**src/rtl/pulse_profile_sched_pkg.sv**
```systemverilog
`default_nettype none
// ============================================================================
//  Module   : pulse_profile_sched_pkg
//  Purpose  : Shared state encoding, mode codes and fixed-rate half periods.
//  Revision : 1.0
// ============================================================================
package pulse_profile_sched_pkg;

    typedef enum logic [1:0] {
        ST_IDLE    = 2'd0,
        ST_FIXED   = 2'd1,
        ST_PROFILE = 2'd2,
        ST_DONE    = 2'd3
    } state_t;

    localparam logic [1:0] c_mode_32hz   = 2'd0;
    localparam logic [1:0] c_mode_64hz   = 2'd1;
    localparam logic [1:0] c_mode_128hz  = 2'd2;
    localparam logic [1:0] c_mode_profile = 2'd3;

    localparam logic [31:0] c_half_32hz  = 32'd1562500;
    localparam logic [31:0] c_half_64hz  = 32'd781250;
    localparam logic [31:0] c_half_128hz = 32'd390625;

    function automatic logic [31:0] half_for_mode(input logic [1:0] sel);
        case (sel)
            c_mode_64hz:  return c_half_64hz;
            c_mode_128hz: return c_half_128hz;
            default:      return c_half_32hz;
        endcase
    endfunction

endpackage
`default_nettype wire

```
**src/rtl/pulse_profile_sched_sec_tick_gen.sv**
```systemverilog
`default_nettype none
// ============================================================================
//  Module   : sec_tick_gen
//  Purpose  : Free-running 0..CLK_HZ-1 counter with one-cycle terminal tick.
//  Revision : 1.0
// ============================================================================
module sec_tick_gen #(
    parameter int CLK_HZ = 100000000
) (
    input  logic clk,
    input  logic rst,
    input  logic clr,
    output logic tick
);

    localparam int c_cnt_w = (CLK_HZ > 1) ? $clog2(CLK_HZ) : 1;
    localparam logic [c_cnt_w-1:0] c_term = c_cnt_w'(CLK_HZ - 1);

    logic [c_cnt_w-1:0] r_cnt;

    assign tick = (r_cnt == c_term);

    always_ff @(posedge clk or negedge rst) begin
        if (!rst) begin
            r_cnt <= '0;
        end else if (clr || tick) begin
            r_cnt <= '0;
        end else begin
            r_cnt <= r_cnt + 1'b1;
        end
    end

endmodule
`default_nettype wire

```
**src/rtl/pulse_profile_sched.sv**
```systemverilog
`default_nettype none
// ============================================================================
//  Module   : pulse_profile_sched
//  Purpose  : Pulse-rate scheduler: fixed rates or a timed table of segments.
//  Revision : 1.0
// ============================================================================
module pulse_profile_sched
    import pulse_profile_sched_pkg::*;
#(
    parameter int CLK_HZ = 100000000,
    parameter int NSEG   = 16
) (
    input  logic        clk,
    input  logic        rst,
    input  logic        start,
    input  logic [1:0]  mode,
    input  logic        wr_en,
    input  logic [3:0]  wr_addr,
    input  logic [31:0] wr_div,
    input  logic [7:0]  wr_dur,
    output logic [31:0] half_period,
    output logic        pulse_en,
    output logic [3:0]  seg_idx,
    output logic        busy,
    output logic        done,
    output logic        wr_err,
    output logic        sec_tick
);

    localparam int c_idx_w = (NSEG > 1) ? $clog2(NSEG) : 1;

    logic [39:0]  r_table [0:NSEG-1];
    state_t       r_state;
    state_t       w_next_state;
    logic         r_start_d;
    logic [1:0]   r_fmode;
    logic [3:0]   r_seg;
    logic [7:0]   r_sec;

    logic         w_tick;
    logic         w_clr;
    logic         w_seg_adv;
    logic         w_last;
    logic         w_wr_in_range;
    logic         w_wr_ok;
    logic [3:0]   w_seg_next;
    logic [1:0]   w_fmode;
    logic [7:0]   w_cur_dur;
    logic [31:0]  w_cur_div;
    logic [7:0]   w_next_dur;

    assign w_seg_next    = r_seg + 4'd1;
    assign w_last        = (r_seg == 4'(NSEG - 1));
    assign w_cur_dur     = r_table[r_seg[c_idx_w-1:0]][7:0];
    assign w_cur_div     = r_table[r_seg[c_idx_w-1:0]][39:8];
    assign w_next_dur    = w_last ? 8'd0 : r_table[w_seg_next[c_idx_w-1:0]][7:0];
    assign w_fmode       = (mode != c_mode_profile) ? mode : r_fmode;
    assign w_wr_in_range = ({28'd0, wr_addr} < 32'(NSEG));
    assign w_wr_ok       = wr_en && (r_state != ST_PROFILE) && w_wr_in_range;
    // Restarting the second counter on every state change makes the first
    // second of any run exactly CLK_HZ cycles long.
    assign w_clr         = (w_next_state != r_state);
    assign sec_tick      = w_tick;

    sec_tick_gen #(
        .CLK_HZ (CLK_HZ)
    ) u_sec_tick_gen (
        .clk  (clk),
        .rst  (rst),
        .clr  (w_clr),
        .tick (w_tick)
    );

    always_comb begin
        w_next_state = r_state;
        w_seg_adv    = 1'b0;
        if (!start) begin
            w_next_state = ST_IDLE;
        end else begin
            case (r_state)
                ST_IDLE: begin
                    if (!r_start_d) begin
                        w_next_state = (mode == c_mode_profile) ? ST_PROFILE : ST_FIXED;
                    end
                end
                ST_PROFILE: begin
                    if (w_cur_dur == 8'd0) begin
                        w_next_state = ST_DONE;
                    end else if (w_tick && (r_sec == w_cur_dur - 8'd1)) begin
                        w_seg_adv = 1'b1;
                        if (w_last || (w_next_dur == 8'd0)) begin
                            w_next_state = ST_DONE;
                        end
                    end
                end
                default: begin
                end
            endcase
        end
    end

    always_ff @(posedge clk or negedge rst) begin
        if (!rst) begin
            r_state     <= ST_IDLE;
            r_start_d   <= 1'b0;
            r_fmode     <= c_mode_32hz;
            r_seg       <= 4'd0;
            r_sec       <= 8'd0;
            half_period <= 32'd0;
            pulse_en    <= 1'b0;
            seg_idx     <= 4'd0;
            busy        <= 1'b0;
            done        <= 1'b0;
            wr_err      <= 1'b0;
            for (int i = 0; i < NSEG; i++) begin
                r_table[i] <= 40'd0;
            end
        end else begin
            r_state   <= w_next_state;
            r_start_d <= start;
            wr_err    <= wr_en && !w_wr_ok;
            if (w_wr_ok) begin
                r_table[wr_addr[c_idx_w-1:0]] <= {wr_div, wr_dur};
            end

            case (r_state)
                ST_IDLE: begin
                    r_seg   <= 4'd0;
                    r_sec   <= 8'd0;
                    r_fmode <= mode;
                end
                ST_FIXED: begin
                    r_fmode <= w_fmode;
                end
                ST_PROFILE: begin
                    if (w_seg_adv) begin
                        r_sec <= 8'd0;
                        if (w_next_state == ST_PROFILE) begin
                            r_seg <= w_seg_next;
                        end
                    end else if (w_tick) begin
                        r_sec <= r_sec + 8'd1;
                    end
                end
                default: begin
                end
            endcase

            busy    <= (r_state == ST_FIXED) || (r_state == ST_PROFILE);
            done    <= (r_state == ST_DONE);
            seg_idx <= r_seg;
            case (r_state)
                ST_FIXED: begin
                    half_period <= half_for_mode(w_fmode);
                    pulse_en    <= 1'b1;
                end
                ST_PROFILE: begin
                    half_period <= w_cur_div;
                    pulse_en    <= 1'b1;
                end
                default: begin
                    half_period <= 32'd0;
                    pulse_en    <= 1'b0;
                end
            endcase
        end
    end

endmodule
`default_nettype wire

```
**config.mk**
```make
export PLATFORM = sky130hd
export DESIGN_NAME = pulse_profile_sched
export DESIGN_NICKNAME = d
export VERILOG_FILES = /design/src/rtl/pulse_profile_sched_pkg.sv /design/src/rtl/pulse_profile_sched_sec_tick_gen.sv /design/src/rtl/pulse_profile_sched.sv
export SDC_FILE = /design/constraint.sdc
export NUM_CORES = 1
export LEC_CHECK = 0
export ABC_CLOCK_PERIOD_IN_PS = 3300
export CORE_MARGIN = 2
export CORE_UTILIZATION = 50
export CTS_CLUSTER_DIAMETER = 60
export CTS_CLUSTER_SIZE = 28
export DETAILED_ROUTE_END_ITERATION = 6
export PLACE_DENSITY = 0.69
export SETUP_SLACK_MARGIN = 0.1
export SYNTH_ARGS = -nofsm -noshare
export SYNTH_HDL_FRONTEND = slang
export SYNTH_SLANG_ARGS = --single-unit
```
**constraint.sdc**
```tcl
create_clock -name clk -period 3.3 [get_ports clk]
set_input_delay 0.66 -clock clk [delete_from_list [all_inputs] [get_ports clk]]
set_output_delay 0.66 -clock clk [all_outputs]
set_load 0.01 [all_outputs]
```
==> metrics.csv, run 1 <==
metric,value,unit
vias_per_cell,6.17,
ys_seq_area_frac,0.546,
cp.required,3.79,ns
crit_arrival,3.96,ns
yosys.area.top_type,dfrtp_1,
syn_inst,2183,
dieWidth,261,microns
hold_viol,0,
min_period,3.47,ns
gp_congestion,0.917,
numCtsBuffers,50,
dr_total_vias,19652,
nets,2343,
io_buffers,90,
worstMarginPinSlew,1.04,ns
synth.distinct_cells,58,
fin_crit_sh,1.05,
clk_latency,0.65,ns
die-area,68400,sq um
ioPinCount,91,
synth_flop_cell,dfrtp_1,
crit_fanout,6,
cts_tree,built,
powerDensity,617,nW/um^2
setup_slack,-0.168,ns
coreArea,65700,sq um
p_leak,16.0,nW
ys_top_cells_by_area,"dfrtp_1 55%, mux2_2 22%, mux4_2 13%, clkbuf_1 1.5%, nand2_1 0.76%",
synth_area,33100,sq um
p_int,0.0169,W
ctsRootBufferMaster,clkbuf_16,
ys_ff_latch,723,
initial_utilization,0.504,
rows,94,
drc,0,
dr.pass1.iters,5,
final_common_cell,dfrtp_1,
r2r-start,r_seg[0],
crit_path_end_kind,flip-flop,
critical_path.startpoint_type,flip-flop,
power_switching_share,0.278,
wl,81800,microns
holdWs,0.000792,ns
synth_edf_count,0,
path_clk_slew,0.08,ns
ant_nets,0,
slew_violations,0,
cts_max_level,2,
drt_first_iter_violations,1569,
dp_hpwl,49100,microns
syn_area_per_cell,15.2,sq um
finalSetupViolations,12,
ys_async_sr_fraction,1.00,
reg2reg_depth,12,
grtUsageTotal,0.244,
grt_pass1_wl,127000,microns
wl_per_cell,25.7,microns
slew_headroom,0.306,
hp-class,input pin to asynchronous set/reset pin,
timing.rr.end,r_seg[3],
synth_top_area_share,0.546,
die_h,261,microns
finalPower,0.0234,W
status,finished with violations,
clock_path_buffers,3,
antenna_found_initial,5,
timing.fmax,288,MHz
grt_max_degree,105,
rsz0062_at_grt,yes,
clock-sinks,723,
yosys_warnings,0,
power_frac_comb,0.191,
final_cell_mix,"719 x dfrtp_1, 641 x mux2_2, 188 x mux4_2",
netSwitchingPower,0.00651,W
drive_above_1_share,0.484,
seq_power_share,0.520,
maxCapViolations,0,
synth_nets,2247,
final.setup_skew,0.0432,ns
clockPowerShare,0.288,
grt_pass1_vias,20740,
vdd_ir_drop_max,532,uV
grt_overflow,0,
violations,negative setup slack,
area_growth_syn_to_layout,14.5,%
r2r_setup_slack,-0.17,ns
path_class,flip-flop to flip-flop,
-- critical path, cell delays in order (launching register included) --
cell and delay [ns]:
dfrtp_4 0.49, mux4_2 0.52, a22o_1 0.29, a221oi_4 0.31, ha_4 0.23, nand2_2 0.07, o22ai_4 0.19, xnor2_2 0.08
or3_4 0.36, a21o_4 0.25, buf_4 0.14, o31ai_2 0.33, nand3_4 0.09
-- power groups by stage --
stage               clock network, W  registers (W)  logic [W]
finish                       0.00675         0.0122    0.00448
global route                 0.00725         0.0124    0.00484
CTS                          0.00691         0.0121    0.00437
detailed placement                 0         0.0123    0.00428
global placement                   0         0.0122    0.00408
floorplan                          0         0.0118    0.00323
-- flip-flops by register name (all words and copies together) (netlist names) --
register / count
r_seg: 4
busy: 1
u_sec_tick_gen.r_cnt: 27
r_state: 2
r_start_d: 1
r_table: 640
half_period: 32
seg_idx: 4
r_fmode: 2
wr_err: 1
r_sec: 8
done: 1
-- cells in the mapped netlist (all sizes together) (17+ instances only) --
library cell,count
dfrtp,723
mux2,653
mux4,188
clkbuf,134
nand2,67
nor2,55
nand3,49
buf,41
nor4,29
and3,25
xor2,24
xnor2,17
-- cell type report --
cell class / instances / area [sq um]
Antenna cell: 2 / 5.00
Clock buffer: 53 / 1290
Clock inverter: 41 / 489
Fill cell: 5015 / 27800
Inverter: 13 / 48.8
Multi-Input combinational cell: 1274 / 14600
Sequential cell: 723 / 18100
Tap cell: 864 / 1080
Timing Repair Buffer: 217 / 2270
-- worst max-delay path by stage --
stage	start	end	slack, ns	depth (start not counted)
floorplan	r_seg[1]	r_sec[4]	-0.006	13
global placement	r_seg[0]	r_seg[0]	-0.09	11
detailed placement	r_seg[0]	r_sec[4]	-0.19	10
CTS	r_seg[0]	r_seg[3]	-0.07	11
global route	r_seg[1]	r_sec[5]	-0.25	12
finish	r_seg[0]	r_seg[3]	-0.17	12
-- stage by stage --
step	TNS (ns)	util	instance area [sq um]	setup slack (ns)	cells
after floorplan	-0.0120	-	33200	-0.00598	2183
after global placement	-0.571	0.542	35600	-0.0900	3068
after detailed placement	-2.58	0.542	35600	-0.194	3068
after CTS	-0.430	0.571	37600	-0.0748	3170
after global routing	-2.45	0.577	37900	-0.251	3185
final	-1.26	0.577	37900	-0.168	3187
-- routing by layer --
metal,wire [microns],GRT usage,vias up
met4,2160,0.0627,4
met5,23,0,-
met3,4260,0.0359,144
li1,-,-,8321
met2,40200,0.400,511
met1,35200,0.345,10672
-- cells by family after synthesis --
family / Yosys count / share of synthesized area
compound gates: 68 / 0.0149
flops: 723 / 0.546
buf+inv: 188 / 0.0233
xor+xnor: 41 / 0.0108
mux: 857 / 0.355
simple gates: 292 / 0.0448
fa+ha+maj: 14 / 0.00529
-- repair_timing --
| item | 4_1_cts | 5_1_grt |
|---|---|---|
| pin swaps | 1 | 17 |
| resized for setup | 19 | 48 |
| hold buffers | 0 | 0 |
| cloned | 0 | 4 |
| setup buffers | 8 | 11 |
| endpoints found under the setup margin | 41 | 40 |
(Power assumes the default switching activity.)
==> run 2, diff against run 1 <==
--- a/config.mk
+++ b/config.mk
@@ -5,13 +5,15 @@
 export SDC_FILE = /design/constraint.sdc
 export NUM_CORES = 1
 export LEC_CHECK = 0
-export ABC_CLOCK_PERIOD_IN_PS = 3300
+export ABC_CLOCK_PERIOD_IN_PS = 3700
+export CELL_PAD_IN_SITES_DETAIL_PLACEMENT = 0
+export CELL_PAD_IN_SITES_GLOBAL_PLACEMENT = 1
 export CORE_MARGIN = 2
 export CORE_UTILIZATION = 50
 export CTS_CLUSTER_DIAMETER = 60
 export CTS_CLUSTER_SIZE = 28
 export DETAILED_ROUTE_END_ITERATION = 6
-export PLACE_DENSITY = 0.69
+export PLACE_DENSITY_LB_ADDON = 0.1
 export SETUP_SLACK_MARGIN = 0.1
 export SYNTH_ARGS = -nofsm -noshare
 export SYNTH_HDL_FRONTEND = slang
==> constraint.sdc (replaced) <==
create_clock -name clk -period 3.7 [get_ports clk]
set_input_delay 0.74 -clock clk [delete_from_list [all_inputs] [get_ports clk]]
set_output_delay 0.74 -clock clk [all_outputs]
set_load 0.01 [all_outputs]
==> metrics.csv, run 2 (same netlist as run 1, synthesis figures left out) <==
metric,value,unit
path_clk_slew,0.07,ns
startpoint,r_seg[1],
final.setup_skew,0.0393,ns
timing.fmax,285,MHz
setup_tns,0,ns
finalPower,0.0211,W
finalInstanceArea,37600,sq um
largest_reg_flops,640,
slew_headroom,0.166,
path_class,flip-flop to flip-flop,
dp.cells,3049,
crit_arrival,4.01,ns
crit_end,r_sec[5],
area_growth_syn_to_layout,13.3,%
numCtsBuffers,56,
pre_cts_slack,0.0267,ns
die-area,68400,sq um
worstMarginPinSlew,1.25,ns
rsz0062_at_grt,no,
cts_max_level,2,
drc,0,
gp_congestion,0.859,
critical_path_buf_inv_count,1,
cpLargestDelayFamily,compound AO/OA/AOI/OAI gates,
finalSetupViolations,0,
crit_chain,buf_12 -> mux4_2 -> mux2_2 -> mux2i_2 -> ha_2 -> nand2_2 -> o22ai_4 -> xnor2_1 -> or3_4 -> a21o_4 -> o311a_1 -> a211o_1,
status,completed,
grt_pass1_vias,20331,
drt_first_iter_violations,1174,
reg.largest.list,"r_table x640, half_period x32, u_sec_tick_gen.r_cnt x27",
r2r-start,r_seg[1],
grt_overflow,0,
setup_slack,0.190,ns
final_cell_mix,"719 x dfrtp_1, 645 x mux2_2, 188 x mux4_2",
cts_tree,built,
clock_path_buffers,3,
clock-sinks,723,
coreArea,65700,sq um
io_buffers,90,
initial_utilization,0.504,
path_depth,12,
wl_per_cell,26.1,microns
dr_total_vias,19127,
slew_violations,0,
crit_path_end_kind,flip-flop,
reg2reg_depth,12,
vias_per_cell,6.03,
maxCapViolations,0,
hold_viol,0,
grt_max_degree,97,
max_stage_delay,0.50,ns
min_period,3.51,ns
cp.required,4.20,ns
final_common_cell,dfrtp_1,
dr.pass1.iters,7,
top_register,r_table,
dp_hpwl,50000,microns
final_cells,3172,
p_leak,15.8,nW
ctsRootBufferMaster,clkbuf_16,
rows,94,
wl,82800,microns
ioPinCount,91,
fin_crit_sh,0.949,
crit_fanout,7,
drive_above_1_share,0.468,
nets,2319,
dieWidth,261,microns
die_h,261,microns
vdd_ir_drop_max,416,uV
grt_pass1_wl,127000,microns
critical_path.startpoint_type,flip-flop,
ant_nets,0,
clk_latency,0.65,ns
powerDensity,561,nW/um^2
place_area,35400,sq um
hp-class,input pin to asynchronous set/reset pin,
r2r_setup_slack,0.19,ns
antenna_found_initial,7,
timing.rr.end,r_sec[5],
grtUsageTotal,0.247,
crit_slowest_cell,dfrtp_4,
run 2: report_power, final:
| part | internal (W) | switching [W] | leakage (nW) | total [W] |
|---|---|---|---|---|
| clock network | 0.00319 | 0.00328 | 0.934 | 0.00647 |
| registers | 0.00974 | 0.00109 | 9.00 | 0.0108 |
| logic | 0.00238 | 0.00140 | 5.86 | 0.00377 |
| total | 0.0153 | 0.00577 | 15.8 | 0.0211 |
run 2: worst min-delay path by stage:
stage | slack (ns) | end | depth (start not counted) | startpoint
global placement | 0.48 | r_table[556] | 1 | r_table[556]
finish | 0.11 | r_table[243] | 1 | rst
global route | 0.13 | r_table[360] | 1 | rst
CTS | 0.10 | r_table[360] | 1 | rst
detailed placement | 0.48 | r_fmode[1] | 1 | r_fmode[1]
floorplan | 0.35 | seg_idx[3] | 0 | r_seg[3]
run 2: what timing repair did:
action                     in CTS  in global routing
buffers inserted                3                  7
setup endpoints to repair       9                 29
pin swaps                       0                  9
hold buffers                    0                  0
gates resized for setup         2                 21
gates cloned                    0                  2
run 2: layer usage:
layer	up-vias	wire length [microns]	GRT usage
met5	-	46	0
met4	6	1990	0.0653
met1	10371	36500	0.344
met2	379	40900	0.412
met3	121	3420	0.0340
li1	8250	-	-
run 2: cell type report:
class / count / area (sq um)
multi-input combinational: 1273 / 14400
sequential: 723 / 18100
clock inverter: 42 / 494
antenna: 5 / 12.5
fill: 5212 / 28200
tap: 864 / 1080
inverter: 13 / 48.8
clock buffer: 64 / 1470
timing repair buffer: 188 / 1920
run 2: metrics by stage:
step / util / hold slack (ns)
after CTS: 0.568 / 0.103
after global placement: 0.538 / 0.481
after detailed placement: 0.538 / 0.481
after global routing: 0.571 / 0.126
after floorplan: - / 0.349
final: 0.571 / 0.113
==> run 3, diff against run 2 <==
--- a/config.mk
+++ b/config.mk
@@ -13,7 +13,7 @@
 export CTS_CLUSTER_DIAMETER = 60
 export CTS_CLUSTER_SIZE = 28
 export DETAILED_ROUTE_END_ITERATION = 6
-export PLACE_DENSITY_LB_ADDON = 0.1
+export PLACE_DENSITY_LB_ADDON = 0.25
 export SETUP_SLACK_MARGIN = 0.1
 export SYNTH_ARGS = -nofsm -noshare
 export SYNTH_HDL_FRONTEND = slang
==> metrics.csv, run 3 (same netlist as run 1, synthesis figures left out) <==
metric,value,unit
crit_arrival,4.01,ns
vias_per_cell,6.19,
final_common_cell,dfrtp_1,
gp_congestion,0.894,
maxCapViolations,0,
worstMarginPinSlew,1.01,ns
dr.pass1.iters,5,
slew_headroom,0.325,
clock_path_buffers,3,
power_switching_share,0.275,
clock-sinks,723,
coreArea,65700,sq um
dp_hpwl,47900,microns
drive_above_1_share,0.464,
register_area,18100,sq um
max_stage_delay,0.55,ns
hp-class,input pin to asynchronous set/reset pin,
cpLargestDelayFamily,multiplexers,
final_cells,3137,
finalPower,0.0206,W
netSwitchingPower,0.00567,W
cts_max_level,2,
wl_per_cell,26.0,microns
antenna_found_initial,6,
nFillCells,5113,
utilization,0.568,
critical_path_buf_inv_count,3,
power_frac_comb,0.184,
status,completed,
path_clk_slew,0.07,ns
timing.fmax,285,MHz
p_leak,15.7,nW
drc,0,
area_growth_syn_to_layout,12.6,%
wl,81600,microns
clk_latency,0.62,ns
io_buffers,90,
vdd_ir_drop_max,315,uV
crit_path_end_kind,flip-flop,
drt_first_iter_violations,1444,
crit_slowest_cell,dfrtp_4,
slew_violations,0,
grt_pass1_wl,128000,microns
rsz0062_at_grt,no,
rows,94,
fin_crit_sh,0.950,
cts_tree,built,
grt_overflow,0,
grt_max_degree,92,
place_area,35300,sq um
setup_tns,0,ns
die_h,261,microns
final_cell_mix,"719 x dfrtp_1, 644 x mux2_2, 188 x mux4_2",
ant_nets,0,
ioPinCount,91,
cp.required,4.19,ns
finalSetupViolations,0,
top_register,r_table,
numCtsBuffers,48,
crit_chain,buf_6 -> buf_12 -> mux2_4 -> mux4_2 -> buf_6 -> mux2_4 -> xnor2_1 -> nor3_1 -> nand3_1 -> a21o_4 -> o311a_1 -> a211o_1,
dieWidth,261,microns
initial_utilization,0.504,
reg.largest.list,"r_table x640, half_period x32, u_sec_tick_gen.r_cnt x27",
die-area,68400,sq um
dp.cells,3031,
critical_path.startpoint_type,flip-flop,
hold_viol,0,
min_period,3.51,ns
nets,2297,
path_class,flip-flop to flip-flop,
final.setup_skew,0.0261,ns
p_int,0.0149,W
multi_input_area,14500,sq um
largest_reg_flops,640,
dr_total_vias,19425,
cts_hold_buf,0,
grt_pass1_vias,20799,
crit_fanout,10,
finalInstanceArea,37300,sq um
seq_power_share,0.526,
grtUsageTotal,0.248,
powerDensity,552,nW/um^2
ctsRootBufferMaster,clkbuf_16,
clockPowerShare,0.289,
run 3: worst paths after layout:
path                            slack (ns)           end         start  cells after the start
worst max-delay path                  0.19      r_sec[5]      r_seg[1]                     12
worst min-delay path                  0.18  r_table[604]           rst                      1
worst max register to register        0.19      r_sec[5]      r_seg[1]                     12
worst min register to register        0.51  r_table[609]  r_table[609]                      1
max in group asynchronous             2.53  r_table[354]           rst                      2
min in group clk                      0.51  r_table[609]  r_table[609]                      1
run 3: layer usage:
layer / routed length, microns / global-route usage / share of wire / up-vias
met3: 4200 / 0.0381 / 0.051 / 126
met4: 1580 / 0.0551 / 0.019 / 6
met2: 39600 / 0.401 / 0.49 / 469
met1: 36100 / 0.357 / 0.44 / 10597
li1: - / - / - / 8227
met5: 44 / 0 / 0.00054 / -
run 3: area by class of cell:
cell class / instances / area share
multi-input combinational: 1273 / 0.388
timing repair buffer: 174 / 0.0499
tap: 864 / 0.0290
antenna: 2 / 0.000134
clock inverter: 34 / 0.0128
clock buffer: 54 / 0.0339
sequential: 723 / 0.485
inverter: 13 / 0.00131
run 3: metrics by stage:
| stage | worst slack [ns] | hold WS, ns |
|---|---|---|
| after floorplan | 0.249 | 0.349 |
| after global placement | 0.0784 | 0.467 |
| after detailed placement | 0.0161 | 0.481 |
| after CTS | 0.127 | 0.191 |
| after global routing | 0.0734 | 0.232 |
| final | 0.185 | 0.184 |
run 3: power by group through the flow:
stage          registers [W]  logic [W]  clock network (W)
3_3_place_gp          0.0109    0.00357                  0
3_5_place_dp          0.0110    0.00373                  0
2_1_floorplan         0.0105    0.00285                  0
6_report              0.0109    0.00380            0.00596
4_1_cts               0.0108    0.00375            0.00614
5_1_grt               0.0111    0.00413            0.00643
run 3: worst register-to-register path, cell delays in order (launching register included):
cell and delay [ns]:
dfrtp_4 0.55, buf_6 0.16, buf_12 0.14, mux2_4 0.29, mux4_2 0.53, buf_6 0.16, mux2_4 0.28, xnor2_1 0.12
nor3_1 0.15, nand3_1 0.18, a21o_4 0.25, o311a_1 0.32, a211o_1 0.26
run 3: repair_timing:
| item | CTS | global route |
|---|---|---|
| endpoints found under the setup margin | 11 | 24 |
| pin swaps | 0 | 6 |
| gates cloned | 0 | 1 |
| gates resized for setup | 3 | 33 |
| setup buffers | 5 | 10 |
| endpoints found under the hold margin | 0 | 0 |
==> RTL change 1, RTL diff (flow settings as in run 1) <==
Remove the register `seg_idx`: a continuous assignment takes its place, so the output `seg_idx` follows one clock earlier.
--- a/src/rtl/pulse_profile_sched.sv
+++ b/src/rtl/pulse_profile_sched.sv
@@ -108,7 +108,6 @@
             r_sec       <= 8'd0;
             half_period <= 32'd0;
             pulse_en    <= 1'b0;
-            seg_idx     <= 4'd0;
             busy        <= 1'b0;
             done        <= 1'b0;
             wr_err      <= 1'b0;
@@ -148,7 +147,6 @@
 
             busy    <= (r_state == ST_FIXED) || (r_state == ST_PROFILE);
             done    <= (r_state == ST_DONE);
-            seg_idx <= r_seg;
             case (r_state)
                 ST_FIXED: begin
                     half_period <= half_for_mode(w_fmode);
@@ -166,6 +164,8 @@
         end
     end
 
+    assign seg_idx = r_seg;
+
 endmodule
 `default_nettype wire
 
Check against the original RTL: not settled (the Yosys comparison gave no result); the edit may change what the design does.
==> RTL change 1 against run 1 <==
Worst setup slack better by 21 ps; wire length rose by 3.1%; utilization hardly changed; synthesized area increased by 0.37%; the run still ends with setup timing left; total power down 0.41%; sequential cell count shrank 4; cell area up 0.11%.
==> RTL change 1: results (changes against run 1) <==
Hold Crit Class=flop to flop; arrival time at the worst endpoint=3950 ps (about the same); Clock Path Buffers=3 (unchanged); setup violators final=33 (+21); Routed Antenna Nets=0 (unchanged); share of cells above drive strength 1=48.0% (-0.40 points); Synth top cells by count=719 x dfrtp_1, 646 x mux2_2, 191 x mux4_2, 136 x clkbuf_1, 90 x nand2_1; largest net degree at the start of global routing=115 (+9.5%); Least-Margin Pin Slew=826 ps (-216 ps); number of global-route vias before repair=21379 (+3.1%); Syn Nets=2280 (+1.5%); Initial DRT Pass Iterations=5 (unchanged); clock-pin slew on the worst setup and hold paths=90 ps; Worst R2R Path Depth=12 (unchanged); Num CTS Buffers=47 (-6.0%); synthesized area per cell=15.0 um^2 (-1.1%); Hold-fix buffers, CTS=1 (+1); setup TNS=-3640 ps (-2380 ps); failing checks=setup timing; Worst path slowest cell=mux4_2; max incr delay on CP=520 ps (about the same); Root Buffer=clkbuf_16; H-tree levels=2 (unchanged); Post-DP HPWL=52100 um (+6.2%); Cell variety after synth=67 (+16%); first-pass GRT wire length=131000 um (+3.2%); yosys warns=0 (unchanged); sequential area share after synthesis=54.1% (-0.50 points); Final WS setup=-147 ps (+21.0 ps); CP max FO=7 (+1); Synth area leaders=dfrtp_1 54%, mux2_2 22%, mux4_2 13%, clkbuf_1 1.5%, nand2_1 1.0%; WHS Path Cells=1; DRT iter0 DRCs=1625 (+3.6%); clk_lat worst skew=650 ps (about the same); GRT Util Overall=25.2% (+0.82 points); DP Worst Slack=-175 ps (+18.9 ps); outcome=complete, but fails checks; post-CTS sizing=35 (+16); input/output buffers=90 (unchanged); biggest regs=r_table x640, half_period x32, u_sec_tick_gen.r_cnt x27; nets=2378 (+1.5%); GPL Wtd Cong=0.935 (+1.9%); Top delay family on crit path=compound AO/OA/AOI/OAI gates; FFs w/ async S/R, synth=100% (unchanged); routed len/inst=26.2 um (+2.0%); setup bufs post-CTS=11 (+3); initial antenna violation count=3 (-2); leak pwr=16.0 nW (+0.14%); Clock Skew=41.1 ps (-2.17 ps); maximum vdd drop=513 uV (-3.6%); routed vias=20145 (+2.5%)
-- RTL change 1: where the power goes --
part / internal, mW / switching [mW] / leakage (nW)
registers: 10.9 / 1.26 / 8.94
clock network: 3.09 / 3.53 / 0.825
logic: 2.81 / 1.74 / 6.25
total: 16.8 / 6.53 / 16.0
-- RTL change 1: metrics by stage --
stage | util (%) | std cells | instance area [um^2]
floorplan | - | 2216 | 33300
global placement | 54.4 | 3112 | 35800
detailed placement | 54.4 | 3112 | 35800
CTS | 57.3 | 3214 | 37800
global route | 57.6 | 3217 | 38000
finish | 57.6 | 3221 | 38000
-- RTL change 1: final cells by class --
cell class / count / area, um^2
sequential: 719 / 18000
timing repair buffer: 225 / 2280
tap: 864 / 1080
antenna: 4 / 10.0
fill: 5069 / 27900
inverter: 18 / 67.6
multi-input combinational: 1303 / 14800
clock buffer: 52 / 1240
clock inverter: 36 / 473
-- RTL change 1: logic make-up after synthesis --
family          count (synthesis)  share of synthesized area [%]
simple gates                  298                           4.68
mux                           847                           35.1
fa+ha+maj                      14                          0.527
xor+xnor                       36                          0.948
flops                         719                           54.1
buf+inv                       194                           2.38
compound gates                108                           2.26
-- RTL change 1: final timing paths --
kind | start | to | slack, ps
max in group asynchronous | rst | r_table[106] | 1670
hold reg to reg | r_table[212] | r_table[212] | 500
setup / recovery | seg_idx[0] | u_sec_tick_gen.r_cnt[14] | -150
hold / removal | r_table[212] | r_table[212] | 500
min in group asynchronous | rst | r_table[287] | 590
setup reg to reg | seg_idx[0] | u_sec_tick_gen.r_cnt[14] | -150
-- RTL change 1: per-layer routing --
layer,global-route usage (%),part of all wire [%],vias to the layer above
li1,-,-,8457
met1,35.4,44,10926
met2,41.1,49,588
met3,3.43,4.6,170
met4,8.36,3.1,4
met5,0,0.032,-
==> RTL change 2, RTL diff (settings of run 1) <==
Made on the original files. `CLK_HZ` is set to 100000000 in 2 places; all go to 200000000.
--- a/src/rtl/pulse_profile_sched_sec_tick_gen.sv
+++ b/src/rtl/pulse_profile_sched_sec_tick_gen.sv
@@ -5,7 +5,7 @@
 //  Revision : 1.0
 // ============================================================================
 module sec_tick_gen #(
-    parameter int CLK_HZ = 100000000
+    parameter int CLK_HZ = 200000000
 ) (
     input  logic clk,
     input  logic rst,
--- a/src/rtl/pulse_profile_sched.sv
+++ b/src/rtl/pulse_profile_sched.sv
@@ -7,7 +7,7 @@
 module pulse_profile_sched
     import pulse_profile_sched_pkg::*;
 #(
-    parameter int CLK_HZ = 100000000,
+    parameter int CLK_HZ = 200000000,
     parameter int NSEG   = 16
 ) (
     input  logic        clk,
Check against the original RTL: not settled (the Yosys comparison gave no result); the edit may change what the design does.
==> RTL change 2 against run 1 <==
The flow finishes with violations (hold timing); wire length is essentially flat; via count shrank 0.31%; total power grew 9.8%; cell area shrank 0.14%; worst setup slack gained 260 ps; clock power grew 0.9%; sequential cell count grew 1; synthesized area grew 0.35%; largest power group unchanged.
==> RTL change 2: results (changes against run 1) <==
Comb. pwr=5.90 mW (+32%); Synth area leaders=dfrtp_1 54%, mux2_2 22%, mux4_2 12%, clkbuf_1 1.5%, nand3_1 0.93%; clock-pin slew on the worst setup and hold paths=90 ps; FFs w/ async S/R, synth=100% (unchanged); maximum vdd drop=424 uV (-20%); GRT Util Overall=24.7% (+0.29 points); post-CTS sizing=20 (+1); arrival time at the worst endpoint=3740 ps (-220 ps); clk_lat worst skew=640 ps; Cell variety after synth=62 (+6.9%); P_seq=13.0 mW (+7%); max incr delay on CP=500 ps (-20 ps); biggest regs=r_table x640, half_period x32, u_sec_tick_gen.r_cnt x28; number of fill cells=5019 (+0.080%); Num CTS Buffers=50 (unchanged); final-report hold violation count=3 (+3); Initial DRT Pass Iterations=5 (unchanged); nets=2356 (+0.55%); Via-to-Cell Ratio=6.12 (-0.68%); Syn Nets=2280 (+1.5%); setup bufs post-CTS=7 (-1); Top delay family on crit path=simple AND/OR/NAND/NOR gates; Worst path slowest cell=dfrtp_4; input/output buffers=90 (unchanged); Post-Route WL=81900 um (about the same); Clock Path Buffers=3 (unchanged); sequential area share after synthesis=54.5% (-0.12 points); outcome=complete, but fails checks; CP max FO=12 (+6); H-tree levels=2 (unchanged); Int Pwr=18.2 mW (+7.6%); Synth top cells by count=724 x dfrtp_1, 640 x mux2_2, 181 x mux4_2, 132 x clkbuf_1, 76 x nand2_1; DP Worst Slack=-53.8 ps (+140 ps); GPL Wtd Cong=0.960 (+4.6%); first-pass GRT wire length=129000 um (+1.5%); tightest hold margin=-6.15 ps (-6.94 ps); yosys warns=0 (unchanged); largest net degree at the start of global routing=107 (+1.9%); leak pwr=15.8 nW (-1.0%); share of cells above drive strength 1=46.6% (-1.8 points); Max-Slew Margin vs Limit=34.4% (+3.9 points); Clk power=6.81 mW (+0.9%); number of global-route vias before repair=21137 (+1.9%); initial antenna violation count=6 (+1); Root Buffer=clkbuf_16; Clock Skew=31.4 ps (-11.8 ps); failing checks=hold timing; Post-DP HPWL=48800 um (-0.45%); DRT iter0 DRCs=1555 (-0.89%)
[RTL change 2: cell types whose count changed after synthesis, sizes merged, moves of 7 or more]
cell   delta
nand2     +9
nand3    +14
nor2     +10
a22oi     +7
mux2     -13
[RTL change 2: worst paths after layout]
path | slack (ps) | end | cells after the start | from
max reg2reg | 100 | r_seg[0] | 11 | r_seg[0]
min in group clk | 500 | r_table[33] | 1 | r_table[33]
max in group asynchronous | 2240 | r_table[148] | 3 | rst
max | 100 | r_seg[0] | 11 | r_seg[0]
min | -6 | r_table[240] | 1 | rst
min reg2reg | 500 | r_table[33] | 1 | r_table[33]
[RTL change 2: area by class of cell]
| type | count | share of cell area, % |
|---|---|---|
| sequential | 724 | 47.9 |
| multi-input combinational | 1303 | 38.5 |
| timing repair buffer | 197 | 5.72 |
| clock buffer | 55 | 3.49 |
| tap | 864 | 2.85 |
| clock inverter | 38 | 1.35 |
| inverter | 16 | 0.159 |
| antenna | 2 | 0.0132 |
[RTL change 2: per-stage QoR]
stage / util (%) / cell area, um^2 / instances / TNS [ps]
detailed placement: 54.3 / 35700 / 3088 / -53.8
global placement: 54.3 / 35700 / 3088 / 0
floorplan: - / 33300 / 2216 / 0
global route: 57.6 / 37900 / 3199 / -25.2
CTS: 57.3 / 37700 / 3189 / 0
finish: 57.6 / 37900 / 3199 / 0
[RTL change 2: logic make-up after synthesis]
group / share of synthesized area, %
buffers and inverters: 2.32
adders and majority gates: 0.527
and+or+nand+nor: 4.93
DFF: 54.5
xor gates and xnor gates: 1.13
muxes: 34.8
AOI/OAI and AO/OA: 1.81
[RTL change 2: metal layers]
layer	up-vias	part of all wire, %	track usage [%]
met5	-	0.013	0
met4	2	2.5	7.11
met3	135	4.6	3.34
met2	517	50	41.1
met1	10573	43	34.4
li1	8364	-	-
